===== src/rtl/fp_cmd_decoder_pkg.sv =====
// Shared definitions for the front-panel SPI command decoder:
// FSM state encoding, default opcode and register-bank addresses.
`timescale 1ns/1ps
package fp_cmd_decoder_pkg;

  typedef enum logic [1:0] {
    ST_IDLE = 2'd0,
    ST_CMD  = 2'd1,
    ST_DATA = 2'd2,
    ST_HOLD = 2'd3
  } state_t;

  localparam logic [5:0] OPCODE_DEF = 6'b101000;

  localparam logic [1:0] ADDR_A = 2'd0;
  localparam logic [1:0] ADDR_B = 2'd1;
  localparam logic [1:0] ADDR_C = 2'd2;
  localparam logic [1:0] ADDR_D = 2'd3;

endpackage


===== src/rtl/fp_cmd_decoder_sync_edge.sv =====
// Multi-flop synchroniser for an asynchronous level, with rising/falling
// edge detection on the synchronised value.
`timescale 1ns/1ps
module sync_edge #(
  parameter int   STAGES  = 2,
  parameter logic RST_VAL = 1'b0
) (
  input  logic clk,
  input  logic rst,
  input  logic din,
  output logic dout,
  output logic rise,
  output logic fall
);

  logic [STAGES-1:0] sync_q, sync_d;
  logic              prev_q, prev_d;

  always_comb begin
    sync_d = {sync_q[STAGES-2:0], din};
    prev_d = sync_q[STAGES-1];
  end

  always_ff @(posedge clk or posedge rst) begin
    if (rst) begin
      sync_q <= {STAGES{RST_VAL}};
      prev_q <= RST_VAL;
    end else begin
      sync_q <= sync_d;
      prev_q <= prev_d;
    end
  end

  assign dout = sync_q[STAGES-1];
  assign rise = dout & ~prev_q;
  assign fall = ~dout & prev_q;

endmodule


===== src/rtl/fp_cmd_decoder.sv =====
// SPI-slave command decoder: 16-bit frames {opcode,addr},{data} write one of
// four front-panel registers; malformed or aborted frames pulse FRAME_ERR.
`timescale 1ns/1ps
module fp_cmd_decoder
  import fp_cmd_decoder_pkg::*;
#(
  parameter int         SYNC_STAGES = 2,
  parameter logic [5:0] OPCODE      = OPCODE_DEF
) (
  input  logic       CLK,
  input  logic       RST,
  input  logic       SCLK,
  input  logic       MOSI,
  input  logic       CSN,
  output logic [7:0] REG_A,
  output logic [7:0] REG_B,
  output logic [7:0] REG_C,
  output logic [7:0] REG_D,
  output logic       WR_STROBE,
  output logic [1:0] WR_ADDR,
  output logic       FRAME_ERR
);

  localparam int             FW        = $clog2(SYNC_STAGES + 1);
  localparam logic [FW-1:0]  FLUSH_MAX = FW'(SYNC_STAGES);

  logic sclk_rise, sclk_lvl_unused, sclk_fall_unused;
  logic csn_s, csn_rise, csn_fall;
  logic mosi_s;

  sync_edge #(.STAGES(SYNC_STAGES), .RST_VAL(1'b0)) u_sclk_sync (
    .clk (CLK),
    .rst (RST),
    .din (SCLK),
    .dout(sclk_lvl_unused),
    .rise(sclk_rise),
    .fall(sclk_fall_unused)
  );

  sync_edge #(.STAGES(SYNC_STAGES), .RST_VAL(1'b1)) u_csn_sync (
    .clk (CLK),
    .rst (RST),
    .din (CSN),
    .dout(csn_s),
    .rise(csn_rise),
    .fall(csn_fall)
  );

  // MOSI gets the same depth as SCLK so the sampled bit lines up with the edge
  logic [SYNC_STAGES-1:0] mosi_sync_q, mosi_sync_d;
  assign mosi_s = mosi_sync_q[SYNC_STAGES-1];

  state_t           state_q, state_d;
  logic [3:0]       cnt_q, cnt_d;
  logic [7:0]       shreg_q, shreg_d;
  logic [1:0]       addr_q, addr_d;
  logic [3:0][7:0]  regs_q, regs_d;
  logic             wr_strobe_q, wr_strobe_d;
  logic [1:0]       wr_addr_q, wr_addr_d;
  logic             frame_err_q, frame_err_d;
  logic [FW-1:0]    flush_q, flush_d;
  logic             armed_q, armed_d;
  logic [7:0]       shifted;
  logic             last_edge;

  // After reset, a CSN already held low must not look like a new frame start:
  // only arm once the flushed synchroniser has shown CSN high.
  always_comb begin
    mosi_sync_d = {mosi_sync_q[SYNC_STAGES-2:0], MOSI};
    flush_d     = (flush_q == FLUSH_MAX) ? flush_q : flush_q + 1'b1;
    armed_d     = armed_q | ((flush_q == FLUSH_MAX) & csn_s);
  end

  always_comb begin
    state_d     = state_q;
    cnt_d       = cnt_q;
    shreg_d     = shreg_q;
    addr_d      = addr_q;
    regs_d      = regs_q;
    wr_strobe_d = 1'b0;
    wr_addr_d   = wr_addr_q;
    frame_err_d = 1'b0;
    shifted     = {shreg_q[6:0], mosi_s};
    last_edge   = sclk_rise && (cnt_q == 4'd7);

    unique case (state_q)
      ST_IDLE: begin
        if (csn_fall && armed_q) begin
          state_d = ST_CMD;
          cnt_d   = 4'd0;
          shreg_d = 8'h00;
        end
      end
      ST_CMD: begin
        if (sclk_rise) begin
          shreg_d = shifted;
          cnt_d   = cnt_q + 4'd1;
          if (last_edge) begin
            cnt_d   = 4'd0;
            shreg_d = 8'h00;
            if (shifted[7:2] == OPCODE) begin
              addr_d  = shifted[1:0];
              state_d = ST_DATA;
            end else begin
              frame_err_d = 1'b1;
              state_d     = ST_HOLD;
            end
          end
        end
        if (csn_rise) begin
          frame_err_d = 1'b1;
          state_d     = ST_IDLE;
        end
      end
      ST_DATA: begin
        if (sclk_rise) begin
          shreg_d = shifted;
          cnt_d   = cnt_q + 4'd1;
          if (last_edge) begin
            regs_d[addr_q] = shifted;
            wr_strobe_d    = 1'b1;
            wr_addr_d      = addr_q;
            state_d        = ST_HOLD;
          end
        end
        // A CSN rise coincident with the final edge still completes the write
        if (csn_rise) begin
          state_d = ST_IDLE;
          if (!last_edge) frame_err_d = 1'b1;
        end
      end
      ST_HOLD: begin
        if (csn_rise) state_d = ST_IDLE;
      end
      default: state_d = ST_IDLE;
    endcase
  end

  always_ff @(posedge CLK or posedge RST) begin
    if (RST) begin
      mosi_sync_q <= '0;
      flush_q     <= '0;
      armed_q     <= 1'b0;
      state_q     <= ST_IDLE;
      cnt_q       <= 4'd0;
      shreg_q     <= 8'h00;
      addr_q      <= 2'b00;
      regs_q      <= '0;
      wr_strobe_q <= 1'b0;
      wr_addr_q   <= 2'b00;
      frame_err_q <= 1'b0;
    end else begin
      mosi_sync_q <= mosi_sync_d;
      flush_q     <= flush_d;
      armed_q     <= armed_d;
      state_q     <= state_d;
      cnt_q       <= cnt_d;
      shreg_q     <= shreg_d;
      addr_q      <= addr_d;
      regs_q      <= regs_d;
      wr_strobe_q <= wr_strobe_d;
      wr_addr_q   <= wr_addr_d;
      frame_err_q <= frame_err_d;
    end
  end

  assign REG_A     = regs_q[ADDR_A];
  assign REG_B     = regs_q[ADDR_B];
  assign REG_C     = regs_q[ADDR_C];
  assign REG_D     = regs_q[ADDR_D];
  assign WR_STROBE = wr_strobe_q;
  assign WR_ADDR   = wr_addr_q;
  assign FRAME_ERR = frame_err_q;

endmodule

===== config.mk =====
export PLATFORM = sky130hd
export DESIGN_NAME = fp_cmd_decoder
export DESIGN_NICKNAME = d
export VERILOG_FILES = /design/src/rtl/fp_cmd_decoder_pkg.sv /design/src/rtl/fp_cmd_decoder_sync_edge.sv /design/src/rtl/fp_cmd_decoder.sv
export SDC_FILE = /design/constraint.sdc
export NUM_CORES = 1
export LEC_CHECK = 0
export CAP_MARGIN = 20
export CORE_ASPECT_RATIO = 0.6
export CORE_MARGIN = 2
export CORE_UTILIZATION = 57
export DETAILED_ROUTE_END_ITERATION = 8
export GPL_TIMING_DRIVEN = 0
export PLACE_DENSITY = 0.9
export SYNTH_ARGS = -nofsm -noshare
export SYNTH_HDL_FRONTEND = slang
export SYNTH_SLANG_ARGS = --single-unit

===== constraint.sdc =====
create_clock -name CLK -period 4.7 [get_ports CLK]
set_input_delay 0.47 -clock CLK [delete_from_list [all_inputs] [get_ports CLK]]
set_output_delay 0.47 -clock CLK [all_outputs]
set_load 0.01 [all_outputs]

==> impl_metrics.py, run 1 <==
metrics = {
    "floorplan": {
        "io_pins": 41,
        "rows": 18,
        "fp.dieH_um": 56.33,
        "die-width_um": 91.21,
        "fp.coreArea_um2": 4234,
        "initial_core_util_pct": 61.44,
        "die_area_um2": 5137,
    },
    "logic_synthesis": {
        "synth_area_leader_cell": "dfrtp_1",
        "synth_xor_area_share_pct": 0.3367,
        "synthTopCellsByArea": "dfrtp_1, mux2_4, mux2_2",
        "synth-simple-area-share_pct": 7.696,
        "syn_area_um2": 2601,
        "synth_top_area_share_pct": 56.76,
        "synth.avg_cell_area_um2": 15.12,
        "synth_compound_area_share_pct": 6.157,
        "synth_fa_ha_area_share_pct": 3.367,
        "synth.area.mux_share_pct": 19.96,
        "syn-num-nets": 184,
        "synth_top_family_by_area": "multiplexers",
        "synthFlopType": "dfrtp_1",
        "synth_common_cells": "dfrtp_1, mux2_4, mux2_2",
        "ys_seq_area_share_pct": 59.79,
        "async_reset_ff_share_pct": 100.0,
        "synth-seq-cells": 62,
        "synth_edf_count": 0,
        "yosys_warnings": 0,
        "yosysUniqueCellTypes": 39,
        "synth_cells": 172,
        "yosysMostFrequentCell": "dfrtp_1",
    },
    "routing": {
        "drt-initial-drc-count": 188,
        "wl_per_cell_um": 17.67,
        "dr.pass1.iters": 6,
        "viasPerCell": 5.540,
        "drt-total-wl_um": 5106,
        "postRouteAntennaNets": 0,
        "vias": 1601,
        "drc": 0,
    },
    "global_route": {
        "grt_pass1_vias": 1649,
        "antenna_found_initial": 0,
        "grt_max_degree": 44,
        "gr-total-overflow": 0,
        "grt_pass1_wl_um": 8438,
        "grt_use_total_pct": 22.52,
    },
    "status": {
        "outcome": "completed",
    },
    "place": {
        "port_buffers": 40,
        "hpwl_um": 3576,
        "dpl.cell_count": 273,
        "pre_cts_ws_ps": 2643,
        "gp_congestion": 0.8576,
    },
    "power_and_ir_drop": {
        "switching_share_pct": 28.14,
        "p_leak_nw": 1.629,
        "p_int_mw": 0.9411,
        "vdd_drop_max_mv": 0.2905,
        "p_clk_share_pct": 35.8,
        "pwr-share-comb_pct": 17.9,
        "p_per_area_nw_per_um2": 397.1,
        "seqPwrFrac_pct": 46.3,
        "p_switching_mw": 0.3685,
    },
    "timing": {
        "final-max-slew-violation-count": 0,
        "max_freq_mhz": 473.0,
        "hold_viol_final": 0,
        "rsz0062_at_grt": "false",
        "whs_ps": 348.7,
        "setup_viol": 0,
        "fin_ws_ps": 2586,
        "fin_worst_skew_ps": 6.875,
        "fin_crit_ps": 2114,
        "fin_crit_sh_pct": 44.98,
        "slew_headroom_pct": 56.31,
        "tns_ps": 0,
        "tightest_slew_ps": 651.7,
    },
    "finish": {
        "diodes": 0,
        "finalNonFillerCells": 289,
        "drive_above_1_share_pct": 24.89,
        "nets": 236,
        "finalCoreUtilization_pct": 77.90,
        "area_delta_synth_final_pct": 26.79,
    },
    "setup_path": {
        "path_class": "flop to flop",
        "endpoint_kind": "flop",
        "start_kind": "flop",
        "worstPathArrival_ps": 2390,
        "cp.required_ps": 4970,
        "worstPathMaxFanout": 10,
    },
    "cts": {
        "clkTransAtPathRegs_ps": 60,
        "clockBufferDepth": 2,
        "cts_tree": "done",
        "post_cts_resized": 0,
        "cts-root-buf": "clkbuf_8",
        "cts_buffers": 9,
        "cts.htree.levels": 3,
        "post_cts_buffers": 0,
        "cts_hold_buf": 0,
        "clock_latency_ps": 340,
        "cts_sinks": 62,
    },
    "flow_run": {
        "drv_cap": 0,
    },
    "worst_hold_path": {
        "hp-class": "flop to flop",
    },
}
layout make-up:
class / instances / area (um2)
Buffer: 5 / 43.79
Clock buffer: 13 / 158.9
Clock inverter: 3 / 42.54
Fill cell: 271 / 935.9
Inverter: 7 / 26.28
Multi-Input combinational cell: 98 / 975.9
Sequential cell: 62 / 1555
Tap cell: 60 / 75.07
Timing Repair Buffer: 41 / 420.4
placed cells by master, fill, tap and decap left out, types with 3 or more instances in the layout:
cell type         n
dfstp_2           3
clkdlybuf4s50_1  40
mux2_1           11
a22o_1            8
mux2_2           12
dfrtp_1          59
buf_6             3
inv_1             6
clkbuf_8         11
and3_1            3
ha_1              7
mux2_4           16
nor2_1            6
sequential cells by signal (all words and copies together), names as in the netlist, 4 cells and up:
| signal | count |
|---|---|
| REG_B | 8 |
| REG_D | 8 |
| shreg_q | 7 |
| REG_C | 8 |
| REG_A | 8 |
| cnt_q | 4 |
routing by layer:
metal | part of all wire, % | global-route usage [%] | routed length (um)
met1 | 48 | 31.34 | 2475
met2 | 44 | 31.64 | 2225
met3 | 6.7 | 9.664 | 343
met4 | 1.2 | 8.225 | 61
met5 | 0 | 0 | 0
through the flow:
step           total power, mW  area [um2]
3_5_place_dp            0.8427        3097
4_1_cts                  1.312        3298
5_1_grt                  1.374        3298
2_1_floorplan           0.7761        2601
6_report                 1.310        3298
3_3_place_gp            0.8260        3077
cell families (layout without fill, tap and decap cells):
| family | count (synthesis) | in the layout |
|---|---|---|
| AOI/OAI and AO/OA | 20 | 20 |
| xor gates and xnor gates | 1 | 1 |
| adders and majority gates | 7 | 7 |
| buffers and inverters | 12 | 69 |
| DFF | 62 | 62 |
| muxes | 41 | 41 |
| and+or+nand+nor | 29 | 29 |
power groups by stage:
| stage | Clock, mW | Sequential [mW] | Combinational (mW) |
|---|---|---|---|
| final | 0.469 | 0.606 | 0.234 |
| after global routing | 0.507 | 0.610 | 0.257 |
| after CTS | 0.478 | 0.605 | 0.229 |
| after detailed placement | 0 | 0.615 | 0.228 |
| after global placement | 0 | 0.611 | 0.215 |
| after floorplan | 0 | 0.601 | 0.175 |
path summary, 6_finish.rpt:
| kind | startpoint | slack, ps | depth (start not counted) | endpoint |
|---|---|---|---|---|
| worst max-delay path | state_q[1] | 2590 | 6 | cnt_q[0] |
| worst min-delay path | u_sclk_sync.sync_q[0] | 350 | 0 | u_sclk_sync.sync_q[1] |
| worst max register to register | state_q[1] | 2590 | 6 | cnt_q[0] |
| worst min register to register | u_sclk_sync.sync_q[0] | 350 | 0 | u_sclk_sync.sync_q[1] |
| max in group asynchronous | RST | 3690 | 3 | REG_D[6] |
| min in group asynchronous | RST | 450 | 2 | REG_D[3] |
worst max-delay path, cell delays in order (launching register included):
cell	delay (ps)
dfrtp_1	410
inv_1	100
ha_1	350
o21ai_1	120
a41o_1	230
nor3_2	560
mux2_2	280
Power figures use the tool's default switching activity.
==> run 2, diff against run 1 <==
--- a/config.mk
+++ b/config.mk
@@ -8,10 +8,10 @@
 export CAP_MARGIN = 20
 export CORE_ASPECT_RATIO = 0.6
 export CORE_MARGIN = 2
-export CORE_UTILIZATION = 57
+export CORE_UTILIZATION = 53
 export DETAILED_ROUTE_END_ITERATION = 8
 export GPL_TIMING_DRIVEN = 0
-export PLACE_DENSITY = 0.9
+export PLACE_DENSITY = 0.85
 export SYNTH_ARGS = -nofsm -noshare
 export SYNTH_HDL_FRONTEND = slang
 export SYNTH_SLANG_ARGS = --single-unit
==> constraint.sdc (replaced) <==
create_clock -name CLK -period 2.2 [get_ports CLK]
set_input_delay 0.22 -clock CLK [delete_from_list [all_inputs] [get_ports CLK]]
set_output_delay 0.22 -clock CLK [all_outputs]
set_load 0.01 [all_outputs]
==> impl_metrics.py, run 2 (synthesized netlist as in run 1, its figures left out) <==
metrics = {
    "worst_hold_path": {
        "hp-class": "input pin to asynchronous set/reset pin",
    },
    "routing": {
        "postRouteAntennaNets": 0,
        "viasPerCell": 5.301,
        "drt-total-wl_um": 4669,
        "drc": 0,
        "drt-initial-drc-count": 73,
        "wl_per_cell_um": 15.99,
        "dr.pass1.iters": 4,
        "vias": 1548,
    },
    "cts": {
        "post_cts_resized": 0,
        "cts_buffers": 9,
        "cts_sinks": 62,
        "post_cts_buffers": 0,
        "clock_latency_ps": 340,
        "cts_tree": "done",
        "cts_hold_buf": 0,
        "cts.htree.levels": 3,
        "clockBufferDepth": 2,
        "cts-root-buf": "clkbuf_8",
        "clkTransAtPathRegs_ps": 70,
    },
    "timing": {
        "rsz0062_at_grt": "false",
        "fin_worst_skew_ps": 9.639,
        "setup_viol": 0,
        "max_freq_mhz": 490.4,
        "fin_crit_ps": 2039,
        "fin_crit_sh_pct": 92.68,
        "final-max-slew-violation-count": 0,
        "tns_ps": 0,
        "hold_viol_final": 0,
        "tightest_slew_ps": 623.9,
        "slew_headroom_pct": 58.18,
        "fin_ws_ps": 161.0,
    },
    "setup_path": {
        "slowest_stage": "nor3_2",
        "endpoint_kind": "flop",
        "rr_worst_depth": 6,
        "timing.rr.start": "state_q[1]",
        "cp.required_ps": 2470,
        "path_class": "flop to flop",
        "slowest_delay_ps": 540,
        "worstPathMaxFanout": 10,
        "crit_start": "state_q[1]",
        "cp_cell_sequence": "inv_1, ha_1, o21ai_1, a41o_1, nor3_2, mux2_2",
        "start_kind": "flop",
        "worstPathArrival_ps": 2310,
    },
    "finish": {
        "diodes": 0,
        "drive_above_1_share_pct": 25.33,
        "nets": 236,
        "area_delta_synth_final_pct": 27.32,
        "final_common_cell": "dfrtp_1",
        "final_cell_area_um2": 3312,
        "final_cell_mix": "dfrtp_1, clkdlybuf4s50_1, mux2_4, mux2_2, clkbuf_8",
    },
    "global_route": {
        "gr-total-overflow": 0,
        "grt_pass1_vias": 1585,
        "antenna_found_initial": 0,
        "grt_max_degree": 36,
        "grt_use_total_pct": 20.14,
        "grt_pass1_wl_um": 8010,
    },
    "floorplan": {
        "io_pins": 41,
        "initial_core_util_pct": 56.11,
        "die-width_um": 94.45,
        "fp.dieH_um": 58.27,
        "rows": 19,
        "fp.coreArea_um2": 4636,
        "die_area_um2": 5503,
    },
    "place": {
        "hpwl_um": 3292,
        "dpl_cell_area_um2": 3100,
        "pre_cts_ws_ps": 184.0,
        "port_buffers": 40,
        "gp_congestion": 0.7951,
    },
    "power_and_ir_drop": {
        "p_leak_nw": 1.635,
        "finalPower_mw": 2.808,
        "p_per_area_nw_per_um2": 847.9,
        "vdd_drop_max_mv": 0.5633,
    },
    "status": {
        "outcome": "completed",
    },
    "flow_run": {
        "drv_cap": 0,
    },
}
-- run 2: changes by cell type in the layout (fill, tap and decap cells not counted) --
| cell | before | now |
|---|---|---|
| clkbuf_1 | 2 | 1 |
| clkbuf_8 | 11 | 12 |
-- run 2: area by class of cell --
| class | instances | area (um2) |
|---|---|---|
| Buffer | 5 | 43.79 |
| Clock buffer | 13 | 168.9 |
| Clock inverter | 3 | 42.54 |
| Fill cell | 340 | 1324 |
| Inverter | 7 | 26.28 |
| Multi-Input combinational cell | 98 | 975.9 |
| Sequential cell | 62 | 1555 |
| Tap cell | 63 | 78.83 |
| Timing Repair Buffer | 41 | 420.4 |
-- run 2: worst paths after layout --
path	end	slack, ps
setup / recovery	cnt_q[0]	160
min in group CLK	u_csn_sync.sync_q[0]	290
hold / removal	REG_C[2]	260
hold reg to reg	u_csn_sync.sync_q[1]	360
max in group asynchronous	REG_A[7]	1350
setup reg to reg	cnt_q[0]	160
-- run 2: stage by stage --
step | hold slack [ps] | instances | utilization, %
after floorplan | 224.5 | 172 | -
after global placement | 333.1 | 275 | 66.45
after detailed placement | 350.4 | 276 | 66.88
after CTS | 270.4 | 292 | 71.44
after global routing | 285.5 | 292 | 71.44
final | 263.9 | 292 | 71.44
-- run 2: critical path, delay by kind of cell (launching register included) --
family	cells	cell delay [ps]
AOI/OAI and AO/OA	2	320
adders and majority gates	1	330
buffers and inverters	1	100
and+or+nand+nor	1	540
DFF	1	410
muxes	1	270
-- run 2: metal layers --
metal	vias to the layer above	global-route usage, %	wire length, um	share of wire (%)
met5	-	0	0	0
li1	722	-	-	-
met3	7	7.022	242	5.2
met4	0	9.110	61	1.3
met1	774	28.84	2330	50
met2	45	27.86	2035	44
-- run 2: power by group --
| group | switching, mW | internal, mW | leakage, nW | total [mW] |
|---|---|---|---|---|
| Sequential | 0.0894 | 1.21 | 0.828 | 1.30 |
| Combinational | 0.261 | 0.218 | 0.702 | 0.479 |
| Clock | 0.419 | 0.614 | 0.106 | 1.03 |
| Total | 0.769 | 2.04 | 1.64 | 2.81 |
==> run 3, diff against run 2 <==
--- a/config.mk
+++ b/config.mk
@@ -10,7 +10,6 @@
 export CORE_MARGIN = 2
 export CORE_UTILIZATION = 53
 export DETAILED_ROUTE_END_ITERATION = 8
-export GPL_TIMING_DRIVEN = 0
 export PLACE_DENSITY = 0.85
 export SYNTH_ARGS = -nofsm -noshare
 export SYNTH_HDL_FRONTEND = slang
==> impl_metrics.py, run 3 (synthesized netlist as in run 1, its figures left out) <==
metrics = {
    "setup_path": {
        "cp.required_ps": 2420,
        "r2r_end": "REG_B[7]",
        "worstPathMaxFanout": 8,
        "rr_worst_depth": 5,
        "critPathTopFamily": "simple AND/OR/NAND/NOR gates",
        "cp_cell_sequence": "inv_1, ha_1, nand4_4, or3b_1, mux2_4",
        "slowest_delay_ps": 620,
        "worstPathArrival_ps": 2390,
        "endpoint_kind": "flop",
        "start_kind": "flop",
        "slowest_stage": "or3b_1",
        "path_buf_inv": 1,
        "path_class": "flop to flop",
        "timing.rr.start": "state_q[0]",
        "r2r_setup_slack_ps": 30,
    },
    "place": {
        "gp_congestion": 0.8218,
        "hpwl_um": 3228,
        "pre_cts_ws_ps": 40.58,
        "port_buffers": 40,
    },
    "cts": {
        "cts_tree": "done",
        "clkTransAtPathRegs_ps": 60,
        "cts-root-buf": "clkbuf_8",
        "cts_buffers": 9,
        "cts_sinks": 62,
        "clock_latency_ps": 330,
        "cts.htree.levels": 3,
        "clockBufferDepth": 2,
    },
    "routing": {
        "viasPerCell": 5.401,
        "dr.pass1.iters": 4,
        "drc": 0,
        "drt-initial-drc-count": 90,
        "postRouteAntennaNets": 0,
        "drt-total-wl_um": 4520,
        "vias": 1561,
        "wl_per_cell_um": 15.64,
    },
    "finish": {
        "drive_above_1_share_pct": 24.34,
        "nets": 233,
        "fill_cells": 329,
        "final_common_cell": "dfrtp_1",
        "area_delta_synth_final_pct": 26.45,
        "diodes": 0,
        "final_cell_mix": "dfrtp_1, clkdlybuf4s50_1, mux2_4, mux2_2, mux2_1",
    },
    "floorplan": {
        "io_pins": 41,
        "fp.dieH_um": 58.27,
        "die-width_um": 94.45,
        "initial_core_util_pct": 56.11,
        "die_area_um2": 5503,
        "rows": 19,
        "fp.coreArea_um2": 4636,
    },
    "timing": {
        "rsz0062_at_grt": "true",
        "setup_viol": 0,
        "fin_worst_skew_ps": 6.391,
        "fin_ws_ps": 28.50,
        "slew_headroom_pct": 69.89,
        "tns_ps": 0,
        "final-max-slew-violation-count": 0,
        "fin_crit_ps": 2172,
        "tightest_slew_ps": 451.6,
        "hold_viol_final": 0,
        "fin_crit_sh_pct": 98.70,
        "max_freq_mhz": 460.5,
    },
    "power_and_ir_drop": {
        "switching_share_pct": 26.43,
        "seqPwrFrac_pct": 45.4,
        "pwr-share-comb_pct": 16.9,
        "vdd_drop_max_mv": 0.5487,
        "p_leak_nw": 1.628,
        "p_switching_mw": 0.7515,
        "p_per_area_nw_per_um2": 864.5,
        "finalPower_mw": 2.844,
        "p_int_mw": 2.092,
        "p_clk_share_pct": 37.7,
    },
    "flow_run": {
        "drv_cap": 0,
    },
    "global_route": {
        "grt_pass1_wl_um": 7783,
        "grt_max_degree": 63,
        "grt_pass1_vias": 1515,
        "antenna_found_initial": 0,
        "grt_use_total_pct": 19.52,
        "gr-total-overflow": 0,
    },
    "status": {
        "outcome": "completed",
    },
    "worst_hold_path": {
        "hp-class": "input pin to asynchronous set/reset pin",
    },
}
-- run 3: changes by cell type in the layout (fill, tap and decap cells not counted) --
cell / before / now
buf_2: 2 / 0
buf_4: 0 / 2
buf_6: 3 / 0
bufinv_16: 1 / 2
clkbuf_1: 1 / 2
clkbuf_8: 12 / 10
clkinv_2: 1 / 2
clkinvlp_4: 1 / 0
or2_1: 1 / 0
or2_4: 0 / 1
-- run 3: worst max path at each step --
stage | endpoint | cells after the start | from
global route | REG_B[5] | 5 | state_q[0]
floorplan | cnt_q[0] | 8 | state_q[0]
CTS | REG_B[7] | 5 | state_q[0]
global placement | REG_B[4] | 5 | state_q[0]
finish | REG_B[7] | 5 | state_q[0]
detailed placement | REG_B[6] | 5 | state_q[0]
-- run 3: tightest hold or removal path, stage by stage --
cell and delay [ps]:
clkdlybuf4s50_1 420, inv_2 70, buf_12 280
-- run 3: layout make-up --
type	instances	area, um2	area share [%]
clock buffer	12	145.1	4.412
timing repair buffer	43	435.4	13.24
inverter	7	26.28	0.7988
tap	63	78.83	2.396
multi-input combinational	98	978.4	29.75
sequential	62	1555	47.28
clock inverter	4	70.07	2.130
-- run 3: metrics by stage --
step,instance area [um2],util (%),hold slack (ps),cells
floorplan,2601,-,224.5,172
global placement,3072,66.26,332.1,273
detailed placement,3072,66.26,337.8,273
CTS,3287,70.90,274.4,289
global route,3289,70.96,293.5,289
finish,3289,70.96,262.8,289
-- run 3: per-layer routing --
metal  vias to the layer above  global-route usage (%)  part of all wire [%]
met3                         5                   8.583                   6.5
li1                        724                       -                     -
met1                       777                   30.82                    53
met5                         -                       0                     0
met4                         0                   4.969                  0.60
met2                        55                   24.29                    40
-- run 3: what timing repair did --
action | CTS | global route
setup endpoints to repair | 0 | 23
buffers inserted | 0 | 0
hold endpoints to repair | 0 | 0
gates resized for setup | 0 | 1
hold buffers | 0 | 0
-- run 3: power by group through the flow --
stage	combinational, mW	clock (mW)	sequential [mW]
6_report	0.480	1.07	1.29
3_3_place_gp	0.460	0	1.31
5_1_grt	0.531	1.16	1.30
2_1_floorplan	0.375	0	1.28
3_5_place_dp	0.467	0	1.31
4_1_cts	0.470	1.09	1.29
